==> config.mk <==
export PLATFORM = sky130hd
export DESIGN_NAME = uart_receiver_flat
export DESIGN_NICKNAME = d
export VERILOG_FILES = /design/src/rtl/uart_receiver_if.sv /design/src/rtl/uart_receiver.sv /design/src/flat_wrapper.sv
export SDC_FILE = /design/constraint.sdc
export NUM_CORES = 1
export LEC_CHECK = 0
export CAP_MARGIN = 25
export CELL_PAD_IN_SITES_DETAIL_PLACEMENT = 0
export CELL_PAD_IN_SITES_GLOBAL_PLACEMENT = 1
export CORE_MARGIN = 5
export CORE_UTILIZATION = 43
export DETAILED_ROUTE_END_ITERATION = 16
export PLACE_DENSITY = 0.86
export SYNTH_ARGS = -nofsm -noshare
export SYNTH_HDL_FRONTEND = slang
export SYNTH_SLANG_ARGS = --single-unit
==> constraint.sdc <==
create_clock -name clk -period 2.1 [get_ports clk]
set_input_delay 0.21 -clock clk [delete_from_list [all_inputs] [get_ports clk]]
set_output_delay 0.21 -clock clk [all_outputs]
set_load 0.03 [all_outputs]
==> src/rtl/uart_receiver_if.sv <==
// Receive-side result bundle: the last good byte plus its done/frame-error strobes.
// The master drives it and the consumer (RX FIFO / register block) listens.
interface uart_receiver_if;
    logic [7:0] rx_dataOut;
    logic       rx_done_tick;
    logic       frame_error;

    modport master (
        output rx_dataOut,
        output rx_done_tick,
        output frame_error
    );

    modport slave (
        input rx_dataOut,
        input rx_done_tick,
        input frame_error
    );
endinterface

==> src/rtl/uart_receiver.sv <==
// UART receive path: 16x oversampled start detection, LSB-first data shift and stop check.
// Good bytes are presented with a one-clock done pulse; a low stop bit gives a frame_error pulse.
module uart_receiver #(
    parameter int unsigned DBit = 8,
    parameter int unsigned SBit = 16
) (
    input  logic            clk,
    input  logic            reset,
    input  logic            s_tick,
    input  logic            rx,
    uart_receiver_if.master rx_out
);

    localparam logic [2:0] StIdle  = 3'd0;
    localparam logic [2:0] StStart = 3'd1;
    localparam logic [2:0] StData  = 3'd2;
    localparam logic [2:0] StStop  = 3'd3;
    localparam logic [2:0] StBreak = 3'd4;

    localparam logic [4:0] MidStart = 5'd7;
    localparam logic [4:0] MidBit   = 5'd15;
    localparam logic [4:0] StopLast = 5'(SBit - 1);
    localparam logic [2:0] BitLast  = 3'(DBit - 1);
    localparam logic [7:0] DataMask = 8'((9'd1 << DBit) - 9'd1);

    logic       rx_meta;
    logic       rx_sync;
    logic [2:0] state_q, state_d;
    logic [4:0] t_q, t_d;
    logic [2:0] n_q, n_d;
    logic [7:0] sh_q, sh_d;
    logic [7:0] data_q, data_d;
    logic       done_q, done_d;
    logic       ferr_q, ferr_d;

    always_comb begin
        state_d = state_q;
        t_d     = t_q;
        n_d     = n_q;
        sh_d    = sh_q;
        data_d  = data_q;
        done_d  = 1'b0;
        ferr_d  = 1'b0;
        if (s_tick) begin
            case (state_q)
                StIdle: begin
                    if (!rx_sync) begin
                        state_d = StStart;
                        t_d     = 5'd0;
                    end
                end
                StStart: begin
                    if (t_q == MidStart) begin
                        t_d = 5'd0;
                        n_d = 3'd0;
                        // A line that is high again at mid-start was only a glitch.
                        state_d = rx_sync ? StIdle : StData;
                    end else begin
                        t_d = t_q + 5'd1;
                    end
                end
                StData: begin
                    if (t_q == MidBit) begin
                        sh_d          = sh_q >> 1;
                        sh_d[DBit-1]  = rx_sync;
                        t_d           = 5'd0;
                        if (n_q == BitLast) begin
                            n_d     = 3'd0;
                            state_d = StStop;
                        end else begin
                            n_d = n_q + 3'd1;
                        end
                    end else begin
                        t_d = t_q + 5'd1;
                    end
                end
                StStop: begin
                    if (t_q == StopLast) begin
                        t_d = 5'd0;
                        if (rx_sync) begin
                            data_d  = sh_q & DataMask;
                            done_d  = 1'b1;
                            state_d = StIdle;
                        end else begin
                            ferr_d  = 1'b1;
                            state_d = StBreak;
                        end
                    end else begin
                        t_d = t_q + 5'd1;
                    end
                end
                StBreak: begin
                    // Hold off until the line returns high so a break is not a new start.
                    if (rx_sync) begin
                        state_d = StIdle;
                    end
                end
                default: begin
                    state_d = StIdle;
                end
            endcase
        end
    end

    always_ff @(posedge clk) begin
        if (reset) begin
            rx_meta <= 1'b1;
            rx_sync <= 1'b1;
            state_q <= StIdle;
            t_q     <= 5'd0;
            n_q     <= 3'd0;
            sh_q    <= 8'd0;
            data_q  <= 8'd0;
            done_q  <= 1'b0;
            ferr_q  <= 1'b0;
        end else begin
            rx_meta <= rx;
            rx_sync <= rx_meta;
            state_q <= state_d;
            t_q     <= t_d;
            n_q     <= n_d;
            sh_q    <= sh_d;
            data_q  <= data_d;
            done_q  <= done_d;
            ferr_q  <= ferr_d;
        end
    end

    assign rx_out.rx_dataOut   = data_q;
    assign rx_out.rx_done_tick = done_q;
    assign rx_out.frame_error  = ferr_q;

endmodule
==> src/flat_wrapper.sv <==
// flat-port wrapper written by rule: the top's interface ports become plain ports
module uart_receiver_flat 
#(
    parameter int unsigned DBit = 8,
    parameter int unsigned SBit = 16
)
  (clk, reset, s_tick, rx, rx_out_rx_dataOut, rx_out_rx_done_tick, rx_out_frame_error);
  uart_receiver_if rx_out_i ();
  input  logic clk;
  input  logic reset;
  input  logic s_tick;
  input  logic rx;
  output wire logic [$bits(rx_out_i.rx_dataOut)-1:0] rx_out_rx_dataOut;
  output wire logic [$bits(rx_out_i.rx_done_tick)-1:0] rx_out_rx_done_tick;
  output wire logic [$bits(rx_out_i.frame_error)-1:0] rx_out_frame_error;
  assign rx_out_rx_dataOut = rx_out_i.rx_dataOut;
  assign rx_out_rx_done_tick = rx_out_i.rx_done_tick;
  assign rx_out_frame_error = rx_out_i.frame_error;
  uart_receiver #(.DBit(DBit), .SBit(SBit)) u_core (.clk(clk), .reset(reset), .s_tick(s_tick), .rx(rx), .rx_out(rx_out_i));
endmodule
### After elaboration in Yosys (flattened, before gate mapping)

Index checks and enable logic that the tools add are counted.

* register bits after elaboration: 31
* bits of input ports: 4

* equality and inequality tests: 13
* reduce and logical (&&, ||, !) cells: 10
* bitwise operators: 3
* $add $sub $neg: 2
* mux-type cells: 19

Operators by type and width (count)
* 2-to-1 mux 3 bit: 10
* 2-to-1 mux 5 bit: 3
* one-hot mux 3 bit (5 select lines): 1
* one-hot mux 5 bit (3 select lines): 1
* inequality test 2 x 1 -> 1 bit (second input constant): 5
* AND reduction 4 bit: 2
* AND reduction 7 bit: 1
* == test 3 x 2 -> 1 bit (second input constant): 2
* == test 3 bit (second input constant): 2
* one-hot mux 3 bit (2 select lines): 1
* AND reduction 3 bit: 2
* adder 5 x 1 -> 5 bit (second input constant): 1
* == test 5 x 3 -> 1 bit (second input constant): 1
* == test 5 x 4 -> 1 bit (second input constant): 1
* OR reduction 4 bit: 1
* adder 3 x 1 -> 3 bit (second input constant): 1
* == test 3 x 1 -> 1 bit (second input constant): 1
* logical NOT 3 bit: 1
* NOT 1 bit: 3
* nonzero test 3 bit: 1
* 2-to-1 mux 1 bit: 2
* 2-to-1 mux 2 bit: 1
* inequality test 2 bit (second input constant): 1
* nonzero test 2 bit: 1
* OR reduction 2 bit: 1

### Logic depth before layout (Yosys ltp)

* depth after elaboration: 4
* mapped depth: 9
* mapped depth without buffers: 8

### Worst setup path before layout

No wires, ideal clock.

* path kind: flip-flop to flip-flop
* start point: register u_core.t_q[0]
* end point: register u_core.state_q[0]
* library setup time: 70 ps
* arrival time: 1655 ps
* cell stages (with the launch flop): 9
* slack: 375 ps
* data required time: 2030 ps
* path through: dfxtp_1 ha_1 nand3_1 inv_1 ha_1 nand2b_4 o21ai_2 or4_1 a21oi_1

* word-level cells in the longest chain between the ends: 3
* elaborated cells on any way between the ends: 6
* those cells by class: eq/ne (5); reduce/logical (1)

RTL lines
* from (decl): RTL line uart_receiver.sv:29 `logic [4:0] t_q, t_d;`
* from (signal assigned): RTL line uart_receiver.sv:120 `t_q <= t_d;`
* == test 5 x 4 -> 1 bit / == test 5 x 3 -> 1 bit (equally long branches): RTL line uart_receiver.sv:63, uart_receiver.sv:78, uart_receiver.sv:53
* inequality test 2 x 1 -> 1 bit (no line)
* AND reduction 7 bit (no line) *
* to (signal assigned): RTL line uart_receiver.sv:109 `state_q <= StIdle;`
* to (signal assigned): RTL line uart_receiver.sv:119 `state_q <= state_d;`
* to (decl): RTL line uart_receiver.sv:28 `logic [2:0] state_q, state_d;`

Every way passes the cells marked *; elsewhere a longest branch is shown, timed or not.
A chain may end at the register's enable or synchronous reset.

### Worst setup path in the final report

Ends and elaborated chain as after synthesis.

==> metrics.yaml <==
status: "finished clean"
grt_pass1_wl_mm: 4.32
ir_worst_vdd_mv: 0.404
cts.sinks: 31
hold_viol_final: 0
yosysTopAreaCell: "dfxtp_1"
place_congestion: 0.851
ff_latch_area_um2: 621
fmax_mhz: 537
wl_mm: 2.54
r2r_start: "u_core.t_q[0]"
fin_cells: 202
maxSlewHeadroom: 0.722
netlist.area_leader.share: 0.439
crit_buf_inv: 1
final_cell_mix: "31 x dfxtp_1, 20 x nor2_1, 17 x mux2i_1, 13 x clkdlybuf4s50_1, 8 x nand2_1"
setup_viol: 0
drive_above_1_share: 0.146
coreArea_um2: 3100
drt_iter0_drc: 58
fin_area_um2: 1640
postCtsHoldBufs: 0
worst_slew_pin_slew_ns: 0.417
cts_setup_buffers: 0
netlist_area_um2: 1410
synth_edf_count: 0
cts_root_buf: "clkbuf_4"
wl_per_cell_um: 12.6
intPower_uw: 897
holdCritStartpoint: "u_core.rx_meta"
path_common_cell: "ha_1"
clkPwrFrac: 0.426
yosysWarnings: 0
place_ws_ns: 0.246
min_path_type: "reg -> reg"
path_cells: "ha_1 > nand3_1 > inv_1 > ha_1 > nand2b_4 > o21ai_2 > or4_1 > a21oi_1"
crit_path_max_fanout: 4
slowest_stage: "or4_1"
fp-row-count: 20
setup-tns-final_ns: 0
sw_frac_of_total: 0.213
cts_resized: 0
worst_setup_path_end_kind: "register"
fin_total_pwr_uw: 1140
synthToLayoutAreaGrowth_pct: 16.2
critPathLaunchType: "register"
ys_seq_elements: 31
yosysSeqAreaShare: 0.439
criticalPathCategory: "reg -> reg"
ant_nets: 0
antenna_found_initial: 0
fp.dieW_um: 67.3
worst_ep_required_time_ns: 2.36
yosysUniqueCellTypes: 43
clkTransAtPathRegs_ns: 0.10
syn_inst: 141
period_needed_ns: 1.86
vias: 1046
power.density_nw_per_um2: 694
setup_ws_ns: 0.239
max_stage_delay_ns: 0.46
cp-startpoint: "u_core.t_q[0]"
grt_use_total: 0.130
synth_area_leaders: "dfxtp_1 44%, mux2i_1 12%, nor2_1 5.3%, ha_1 4.4%, buf_6 3.2%"
portBuffers: 13
start_util: 0.456
first_pass_iters: 4
finalCritPeriodShare: 0.886
p_switching_uw: 243
grt_pass1_vias: 950
multi_input_area_um2: 706
clockBufferDepth: 2
slew_viol_final: 0
combinationalPowerShare: 0.047
placed_cell_area_um2: 1560
ios: 14
p_leak_uw: 0.000682
drv_cap: 0
syn_avg_cell_area_um2: 10.0
yosys_most_used_dff: "dfxtp_1"
insertedDiodeCount: 0
n_fill_cell: 305
final_common_cell: "dfxtp_1"
nets: 166
rsz0062_at_grt: "false"
seq_power_share: 0.527
dieHeight_um: 67.3
placed_cells: 194
grt_max_degree: 14
skew_ns: 0.0122
die-area_um2: 4530
ys_async_sr_fraction: 0
drc: 0
cts.htree.levels: 2
hpwl_mm: 1.81
synth_fp_nets: 150
cts_tree: "built"
cp.arrival_ns: 2.12
clk_latency_ns: 0.33
vias_per_cell: 5.18
grt_overflow: 0
numCtsBuffers: 5
crit_family: "simple AND/OR/NAND/NOR gates"
logic make-up (layout without fill, tap and decap cells):
| kind of cell | count (synthesis) | count (layout) | share of synthesized area |
|---|---|---|---|
| buffers and inverters | 12 | 29 | 0.0619 |
| adders and majority gates | 5 | 5 | 0.0442 |
| and+or+nand+nor | 51 | 51 | 0.200 |
| muxes | 17 | 17 | 0.120 |
| DFF | 31 | 31 | 0.439 |
| AOI/OAI and AO/OA | 25 | 25 | 0.135 |
cell type report:
cell class,instances,area share
repair buffers,17,0.0975
multi-input cells,98,0.430
well taps,44,0.0335
clock buffers,6,0.0312
clock inverters,2,0.0213
inverters,4,0.00914
flip-flops and latches,31,0.378
worst reg2reg max path, delay by kind of cell, from the launching register on:
| family | cells | cell delay (ns) |
|---|---|---|
| compound gates | 2 | 0.19 |
| flops | 1 | 0.38 |
| simple gates | 3 | 0.74 |
| buf+inv | 1 | 0.07 |
| fa+ha+maj | 2 | 0.42 |
synthesized netlist by cell type, types with 2 or more instances:
cell	number
dfxtp_1	31
nor2_1	20
mux2i_1	17
nand2_1	8
a21oi_1	6
ha_1	5
buf_6	4
inv_1	4
a32o_1	3
nand2b_1	3
nand2b_4	3
buf_4	2
nand3_1	2
nor2b_1	2
o21ai_0	2
or2_2	2
power by group through the flow:
stage	sequential, µW	combinational [µW]	clock, µW
2_1_floorplan	609	44.0	0
3_3_place_gp	614	52.7	0
3_5_place_dp	614	53.0	0
4_1_cts	601	53.4	500
5_1_grt	603	60.5	530
6_report	601	53.7	485
path summary, 6_finish.rpt:
path                                     endpoint  slack [ns]  cells after the start
worst max register to register  u_core.state_q[0]        0.24                      8
worst max-delay path            u_core.state_q[0]        0.24                      8
worst min register to register     u_core.rx_sync        0.41                      1
worst min-delay path               u_core.rx_sync        0.41                      1
through the flow:
step,hold WS (ns),util
floorplan,0.314,-
global placement,0.394,0.502
detailed placement,0.392,0.502
CTS,0.415,0.529
global route,0.437,0.529
finish,0.413,0.529
routing by layer:
layer / global-route usage / wire length [µm]
met4: 0.0532 / 34
met3: 0.0566 / 126
met2: 0.200 / 1170
met1: 0.158 / 1210
met5: 0 / 0
registers in the layout, summed over array words and instances, names as in the netlist:
register                    count
u_core.n_q                      3
u_core.rx_sync                  1
u_core.rx_out.rx_dataOut        8
u_core.sh_q                     8
u_core.state_q                  3
u_core.t_q                      5
u_core.rx_out.frame_error       1
u_core.rx_meta                  1
u_core.rx_out.rx_done_tick      1
(Power assumes the default switching activity.)
